### src/rtl/decade_ctrl_pkg.sv
// Shared state encoding and BCD constants for the decade counter controller.
package decade_ctrl_pkg;

  typedef enum logic [1:0] {
    IDLE  = 2'b00,
    RUN   = 2'b01,
    PAUSE = 2'b10,
    DONE  = 2'b11
  } state_t;

  localparam int DIGIT_W = 4;
  localparam logic [DIGIT_W-1:0] BCD_MAX = 4'd9;

  function automatic logic [DIGIT_W-1:0] bcd_inc(input logic [DIGIT_W-1:0] v);
    return (v == BCD_MAX) ? '0 : v + 4'd1;
  endfunction

endpackage

### src/rtl/bcd_digit.sv
// One mod-10 digit: synchronous clear, increment on en, wraps 9 -> 0.
module bcd_digit
  import decade_ctrl_pkg::*;
(
  input  logic               clk,
  input  logic               reset_n,
  input  logic               clr,
  input  logic               en,
  output logic [DIGIT_W-1:0] value,
  output logic               carry
);

  always_ff @(posedge clk or negedge reset_n) begin
    if (!reset_n) begin
      value <= '0;
    end else if (clr) begin
      value <= '0;
    end else if (en) begin
      value <= bcd_inc(value);
    end
  end

  assign carry = (value == BCD_MAX);

endmodule

### src/rtl/decade_counter_ctrl.sv
// Run/pause/clear controller for a cascade of BCD digits with prescaled count ticks.
// Optional lap capture register is built when LAP_EN is defined.
module decade_counter_ctrl
  import decade_ctrl_pkg::*;
#(
  parameter int DIGITS      = 4,
  parameter int PRESCALE    = 10,
  parameter int STOP_AT_MAX = 0
) (
  input  logic                        clk,
  input  logic                        reset_n,
  input  logic                        start,
  input  logic                        stop,
  input  logic                        clear,
`ifdef LAP_EN
  input  logic                        lap,
  output logic [DIGIT_W*DIGITS-1:0]   lap_q,
`endif
  output logic [DIGIT_W*DIGITS-1:0]   digits,
  output logic                        running,
  output logic                        done,
  output logic                        overflow
);

  localparam int PW = (PRESCALE > 1) ? $clog2(PRESCALE) : 1;
  localparam logic [PW-1:0] PRESC_LAST = PW'(PRESCALE - 1);

  state_t            state;
  logic [PW-1:0]     presc;
  logic [DIGITS-1:0] carry;
  logic [DIGITS:0]   chain;
  logic              tick;
  logic              hold_max;

  // A stop or clear on the tick cycle wins, so no increment happens then.
  assign tick     = (state == RUN) && !clear && !stop && (presc == PRESC_LAST);
  assign hold_max = (STOP_AT_MAX != 0) && (&carry);
  assign chain[0] = tick && !hold_max;

  // chain[i] enables digit i; chain[DIGITS] marks the all-9s wrap.
  for (genvar i = 0; i < DIGITS; i++) begin : g_digit
    assign chain[i+1] = chain[i] & carry[i];

    bcd_digit u_digit (
      .clk     (clk),
      .reset_n (reset_n),
      .clr     (clear),
      .en      (chain[i]),
      .value   (digits[i*DIGIT_W +: DIGIT_W]),
      .carry   (carry[i])
    );
  end

  always_ff @(posedge clk or negedge reset_n) begin
    if (!reset_n) begin
      state    <= IDLE;
      presc    <= '0;
      running  <= 1'b0;
      done     <= 1'b0;
      overflow <= 1'b0;
    end else begin
      overflow <= chain[DIGITS];
      if (clear) begin
        state   <= IDLE;
        presc   <= '0;
        running <= 1'b0;
        done    <= 1'b0;
      end else begin
        case (state)
          IDLE: begin
            if (start && !stop) begin
              state   <= RUN;
              presc   <= '0;
              running <= 1'b1;
            end
          end
          RUN: begin
            if (stop) begin
              state   <= PAUSE;
              running <= 1'b0;
            end else if (presc == PRESC_LAST) begin
              presc <= '0;
              if (hold_max) begin
                state   <= DONE;
                running <= 1'b0;
                done    <= 1'b1;
              end
            end else begin
              presc <= presc + 1'b1;
            end
          end
          PAUSE: begin
            if (start && !stop) begin
              state   <= RUN;
              running <= 1'b1;
            end
          end
          default: begin
          end
        endcase
      end
    end
  end

`ifdef LAP_EN
  always_ff @(posedge clk or negedge reset_n) begin
    if (!reset_n) begin
      lap_q <= '0;
    end else if (clear) begin
      lap_q <= '0;
    end else if (lap && (state == RUN || state == PAUSE)) begin
      lap_q <= digits;
    end
  end
`endif

endmodule
### config.mk
export PLATFORM = sky130hd
export DESIGN_NAME = decade_counter_ctrl
export DESIGN_NICKNAME = d
export VERILOG_FILES = /design/src/rtl/decade_ctrl_pkg.sv /design/src/rtl/bcd_digit.sv /design/src/rtl/decade_counter_ctrl.sv
export SDC_FILE = /design/constraint.sdc
export NUM_CORES = 1
export LEC_CHECK = 0
export CAP_MARGIN = 20
export CORE_ASPECT_RATIO = 1.5
export CORE_MARGIN = 2
export CORE_UTILIZATION = 52
export DETAILED_ROUTE_END_ITERATION = 10
export PLACE_DENSITY = 0.87
export SLEW_MARGIN = 10
export SYNTH_ARGS = -nofsm -noshare
export SYNTH_HDL_FRONTEND = slang
export SYNTH_SLANG_ARGS = --single-unit
### constraint.sdc
create_clock -name clk -period 2.3 [get_ports clk]
set_input_delay 0.575 -clock clk [delete_from_list [all_inputs] [get_ports clk]]
set_output_delay 0.575 -clock clk [all_outputs]
set_load 0.02 [all_outputs]
* Word-level counts from Yosys, hierarchy flattened
Cells that the tools add are included.
Storage, ports and cells: register bits after elaboration 24, bits of input ports 5, output and inout bits 19, word-level logic and storage cells 69
Operators by class: add/subtract/negate cells 5, equal/unequal tests 11, muxes and demuxes 25, bitwise logic cells 4, reductions and logical operators 16
Operator list (number):
- $mux 4 | 16
- $add 4x1->4 const B | 5
- $eq 4x4->1 const B | 5
- $ne 3x3->1 const B | 3
- $pmux 4 s2 | 1
- $reduce_bool 2->1 | 4
- $mux 2 | 3
- $reduce_and 3->1 | 2
- $reduce_bool 3->1 | 2
- $and 1x1->1 | 4
- $logic_and 1x1->1 | 4
- $pmux 2 s2 | 1
- $mux 1 | 3
- $ne 3x1->1 const B | 1
- $eq 2x1->1 const B | 1
- $eq 2x2->1 const B | 1
- $logic_not 1->1 | 2
- $logic_not 2->1 | 1
- $pmux 1 s2 | 1
- $reduce_or 2->1 | 1

* Depth between registers and ports, before layout
Gate-level depths: netlist (run 1).
depth in word-level cells 9, gate-level depth with buffers 8, mapped depth without buffers 6

* Modules after synthesis
Synthesis (run 1) repeated with hierarchy kept, for this count alone.
Second synthesis, totals: cell total of the unflattened synthesis 138, area, all modules 1313.8 um2
Modules (own cells, without submodules):
- bcd_digit | instances 4, cells each 24, area an instance 231.5 um2, seq. area each 100.1 um2
- decade_counter_ctrl | instances 1, cells each 42, area an instance 387.9 um2, seq. area each 175.2 um2

* Worst setup path before layout (run 1)
OpenSTA, ideal clock, no wires.
kind input-to-reg, start point input port clear, end point register g_digit[2].u_digit.value[1], setup time 77 ps, arrival 1756 ps, data required time 2223 ps, path slack 467 ps, stages on the path 6, cells stage by stage buf_6 nor3b_4 nand2_2 buf_6 or4_1 a21oi_1
Between the ends: cells in the longest elaborated chain, start to end 7, elaborated cells on any way between the ends 8, classes of those cells mux: 1; bitwise: 2; reduce/logical: 5
Ends and longest elaborated chain:
- start, declared | RTL line decade_counter_ctrl.sv:14 | input logic clear,
- $logic_not 1->1 | RTL line decade_counter_ctrl.sv:36 | assign tick = (state == RUN) && !clear && !stop && (presc == PRESC_LAST);
- $logic_and 1x1->1 (3 in series) | RTL line decade_counter_ctrl.sv:36
- $and 1x1->1 (2 in series) | RTL line decade_counter_ctrl.sv:42 | assign chain[i+1] = chain[i] & carry[i];
- $reduce_bool 2->1 (no line)
- end signal, assigned | RTL line bcd_digit.sv:19 | value <= bcd_inc(value);
- end, declared | RTL line bcd_digit.sv:9 | output logic [DIGIT_W-1:0] value,
Several ways; a longest one is shown, not always the timed one. A chain may end at the register's enable or synchronous reset.

* Worst setup path after layout (run 1)
start point register g_digit[2].u_digit.value[1], end point output port digits[9]
RTL lines:
- end, declared | RTL line decade_counter_ctrl.sv:19 | output logic [DIGIT_W*DIGITS-1:0] digits,
No word-level cell between the ends.

==> summary.md, run 1 <==
| Metric | Value |
|---|---|
| Via Count | `1155` |
| Vias per Instance | `around 6.0` |
| Clk sinks | `23` |
| Die Ht | `~67 um` |
| Post-CTS Setup Repair Bufs | `0` |
| Area leader, netlist | `dfrtp_1` |
| Commonest non-fill, non-tap cell in the layout | `dfrtp_1` |
| EDFF count, synth | `0` |
| Crit end category | `output port` |
| Initial antenna violation count | `0` |
| CTS Hold Bufs | `0` |
| # fillers | `199` |
| Avg Synthesized Cell Area | `9.83 um2` |
| Register area | `576 um2` |
| Ys async rst share | `100%` |
| Post-synthesis sequential area ratio | `42.1%` |
| Total grt overflow | `0` |
| Quantity of gates resized following cts | `0` |
| Drt pass-1 iters | `5` |
| Syn-to-layout area delta | `19.9%` |
| Share of cells above drive strength 1 | `between 10% and 20%` |
| Required @ worst endpoint | `around 1.7 ns` |
| Core ar. | `between 0.002 and 0.0025 mm2` |
| Final Setup Violations | `0` |
| Largest delay contributor family on the critical path | `buffers and inverters` |
| Reg2reg setup slack | `0.32 ns` |
| Final Power | `between 600 and 700 uW` |
| WP data arrival | `between 1 and 1.5 ns` |
| RSZ-0062 raised after global routing | `no` |
| Status | `finished clean` |
| Placed Cells | `187` |
| GPL Wtd Cong | `around 0.82` |
| Num CTS Buffers | `3` |
| Ant. Diodes | `0` |
| Post-synthesis register bit count | `23` |
| Drt wl/cell | `14.3 um` |
| Most used DFF post-synth | `dfrtp_1` |
| DP Worst Slack | `-0.0351 ns` |
| Synth top area cells | `dfrtp_1 42%, ha_1 7.3%, o21ai_0 4.8%` |
| Distinct cells, synth | `39` |
| CTS H-Tree Depth | `1` |
| Largest net degree at the start of global routing | `24` |
| Crit path launch type | `register` |
| Routed Antenna Nets | `0` |
| Final Instance Count excl. Fillers | `191` |
| Hold Crit Endpoint | `presc[3]$_DFFE_PN0P_` |
| R2R depth | `5` |
| Max stage delay on crit path | `0.64 ns` |
| WHS Path Cells | `1` |
| Hpwl dp | `~2.1 mm` |
| Buf/Inv on CP | `1` |
| Fin crit share | `87.1%` |
| Setup TNS | `0 ns` |
| CP Max Fanout | `7` |
| Multi-input gate area | `687 um2` |
| Clk root buf | `clkbuf_4` |
| Peak supply drop | `approximately 0.00029 V` |
| TritonCTS clock tree | `built` |
| Initial DRC count | `33` |
| Capture point of the worst reg-to-reg path | `g_digit[3].u_digit.value[2]$_DFFE_PN0P_` |
| Vias in the first global route | `1160` |
| Power Density | `396 mW/mm2` |
| Max Buffers Root-to-Sink | `2` |
| # port buffers | `22` |
| Die width | `45.9 um` |
| CP max stage cell | `clkdlybuf4s50_1` |
| Initial Util | `55.2%` |
| Synthesized cell area | `0.00137 mm2` |
| Post-synth top area share | `~42%` |
| Crit Path Class | `register to output port` |
| Tot GR Track Use | `20.7%` |
| # IOs | `24` |
| Syn. warnings | `0` |
| Final Hold Vio Count | `0` |
| Slew Limit Fails | `0` |
| Maximum Capacitance Violations | `0` |
| Die ar. | `between 0.003 and 0.004 mm2` |
| Clk Latency, worst-skew pair | `0.31 ns` |
| Fmax | `499 MHz` |
| Hold WC Path Type | `register to register` |
| Critical path, cell by cell | `clkdlybuf4s50_1` |
| Gate Count Post-Synth | `139` |
| Total Wirelength | `2.74 mm` |
| Hold path start | `presc[3]$_DFFE_PN0P_` |
| Commonest cells after routing, fill and taps aside | `23 x dfrtp_1, 22 x clkdlybuf4s50_1, 13 x o21ai_0` |
| First-pass GRT wire length | `around 4.8 mm` |
| Worst r2r src | `g_digit[0].u_digit.value[0]$_DFFE_PN0P_` |
| Post-layout util | `66.1%` |
| Clk_skew | `slightly below 0.01 ns` |
| Fin worst setup slack | `0.297 ns` |
| Leak | `0.000695 uW` |
| Final #Nets | `181` |
| Row count | `22` |
| Reg clk slew, reported paths | `0.13 ns` |
| Crit path time final | `~2.0 ns` |
| # DRC | `0` |
| Synth Net Count | `152` |
synth_stat cells (2+ instances only):
cell type,instances
ha_1,8
nand4_1,2
or4_1,7
inv_1,8
a31oi_1,2
or3_1,3
a21oi_1,11
o31ai_1,5
o21ai_0,13
nor3_1,3
buf_6,4
nor3b_1,2
and3_1,2
nor2_1,6
nand2_1,6
nand3_1,7
nor2b_1,2
dfrtp_1,23
buf_4,2
and3b_1,4
state kept, by name (all words and copies together) (netlist names):
name,flops
g_digit.u_digit.value,16
state,2
overflow,1
presc,4
area by class of cell:
| cell class | count | area share (%) |
|---|---|---|
| clock buffer | 3 | 1.38 |
| sequential | 23 | 35.1 |
| inverter | 8 | 1.83 |
| clock inverter | 1 | 0.306 |
| timing repair buffer | 31 | 17.6 |
| multi-input combinational | 101 | 41.9 |
| tap | 24 | 1.83 |
how the worst max path moves through the flow:
stage                                                   end  cells past startpoint  slack (ns)                               startpoint
floorplan           g_digit[2].u_digit.value[1]$_DFFE_PN0P_                      6        0.47                                    clear
global placement    g_digit[3].u_digit.value[3]$_DFFE_PN0P_                      5        0.05                                     stop
detailed placement  g_digit[2].u_digit.value[1]$_DFFE_PN0P_                      5       -0.04                                    clear
CTS                                               digits[9]                      1        0.29  g_digit[2].u_digit.value[1]$_DFFE_PN0P_
global route        g_digit[3].u_digit.value[2]$_DFFE_PN0P_                      5        0.14  g_digit[0].u_digit.value[0]$_DFFE_PN0P_
finish                                            digits[9]                      1        0.30  g_digit[2].u_digit.value[1]$_DFFE_PN0P_
worst register-to-register path, cell delays in order, from the launching register on:
cell,delay [ns]
dfrtp_1,0.47
ha_1,0.17
and3b_1,0.35
nand4_2,0.25
or4_1,0.51
a21oi_1,0.16
logic make-up after synthesis:
kind of cell,share of synthesized area [%]
adders and majority gates,7.33
other,0.274
muxes,0.733
buffers and inverters,7.60
xor gates and xnor gates,1.28
and+or+nand+nor,26.4
DFF,42.1
AOI/OAI and AO/OA,14.3
stage by stage:
| stage | cell area (um2) | hold slack, ns |
|---|---|---|
| finish | 1640 | 0.511 |
| global route | 1640 | 0.552 |
| CTS | 1640 | 0.508 |
| detailed placement | 1610 | 0.492 |
| global placement | 1610 | 0.485 |
| floorplan | 1370 | 0.279 |
routing by layer:
metal,vias up,global-route usage [%],part of all wire (%)
met5,-,0,0
met2,32,36.6,53
met3,8,2.17,3.0
met1,555,23.7,41
met4,0,9.29,2.6
li1,560,-,-
power by group:
group	switching, uW	internal, uW	leakage [uW]
logic	26.8	20.1	0.000357
registers	3.71	407	0.000320
clock network	125	65.0	0.0000177
total	156	492	0.000695
No activity file was read; power rests on OpenSTA's default activity.
==> inputs of run 2 (changes only) <==
--- a/config.mk
+++ b/config.mk
@@ -10,6 +10,7 @@
 export CORE_MARGIN = 2
 export CORE_UTILIZATION = 52
 export DETAILED_ROUTE_END_ITERATION = 10
+export HOLD_SLACK_MARGIN = 0.02
 export PLACE_DENSITY = 0.87
 export SLEW_MARGIN = 10
 export SYNTH_ARGS = -nofsm -noshare
==> results of run 2 <==
No change in the layout: final DEF, timing and power equal those of run 1.
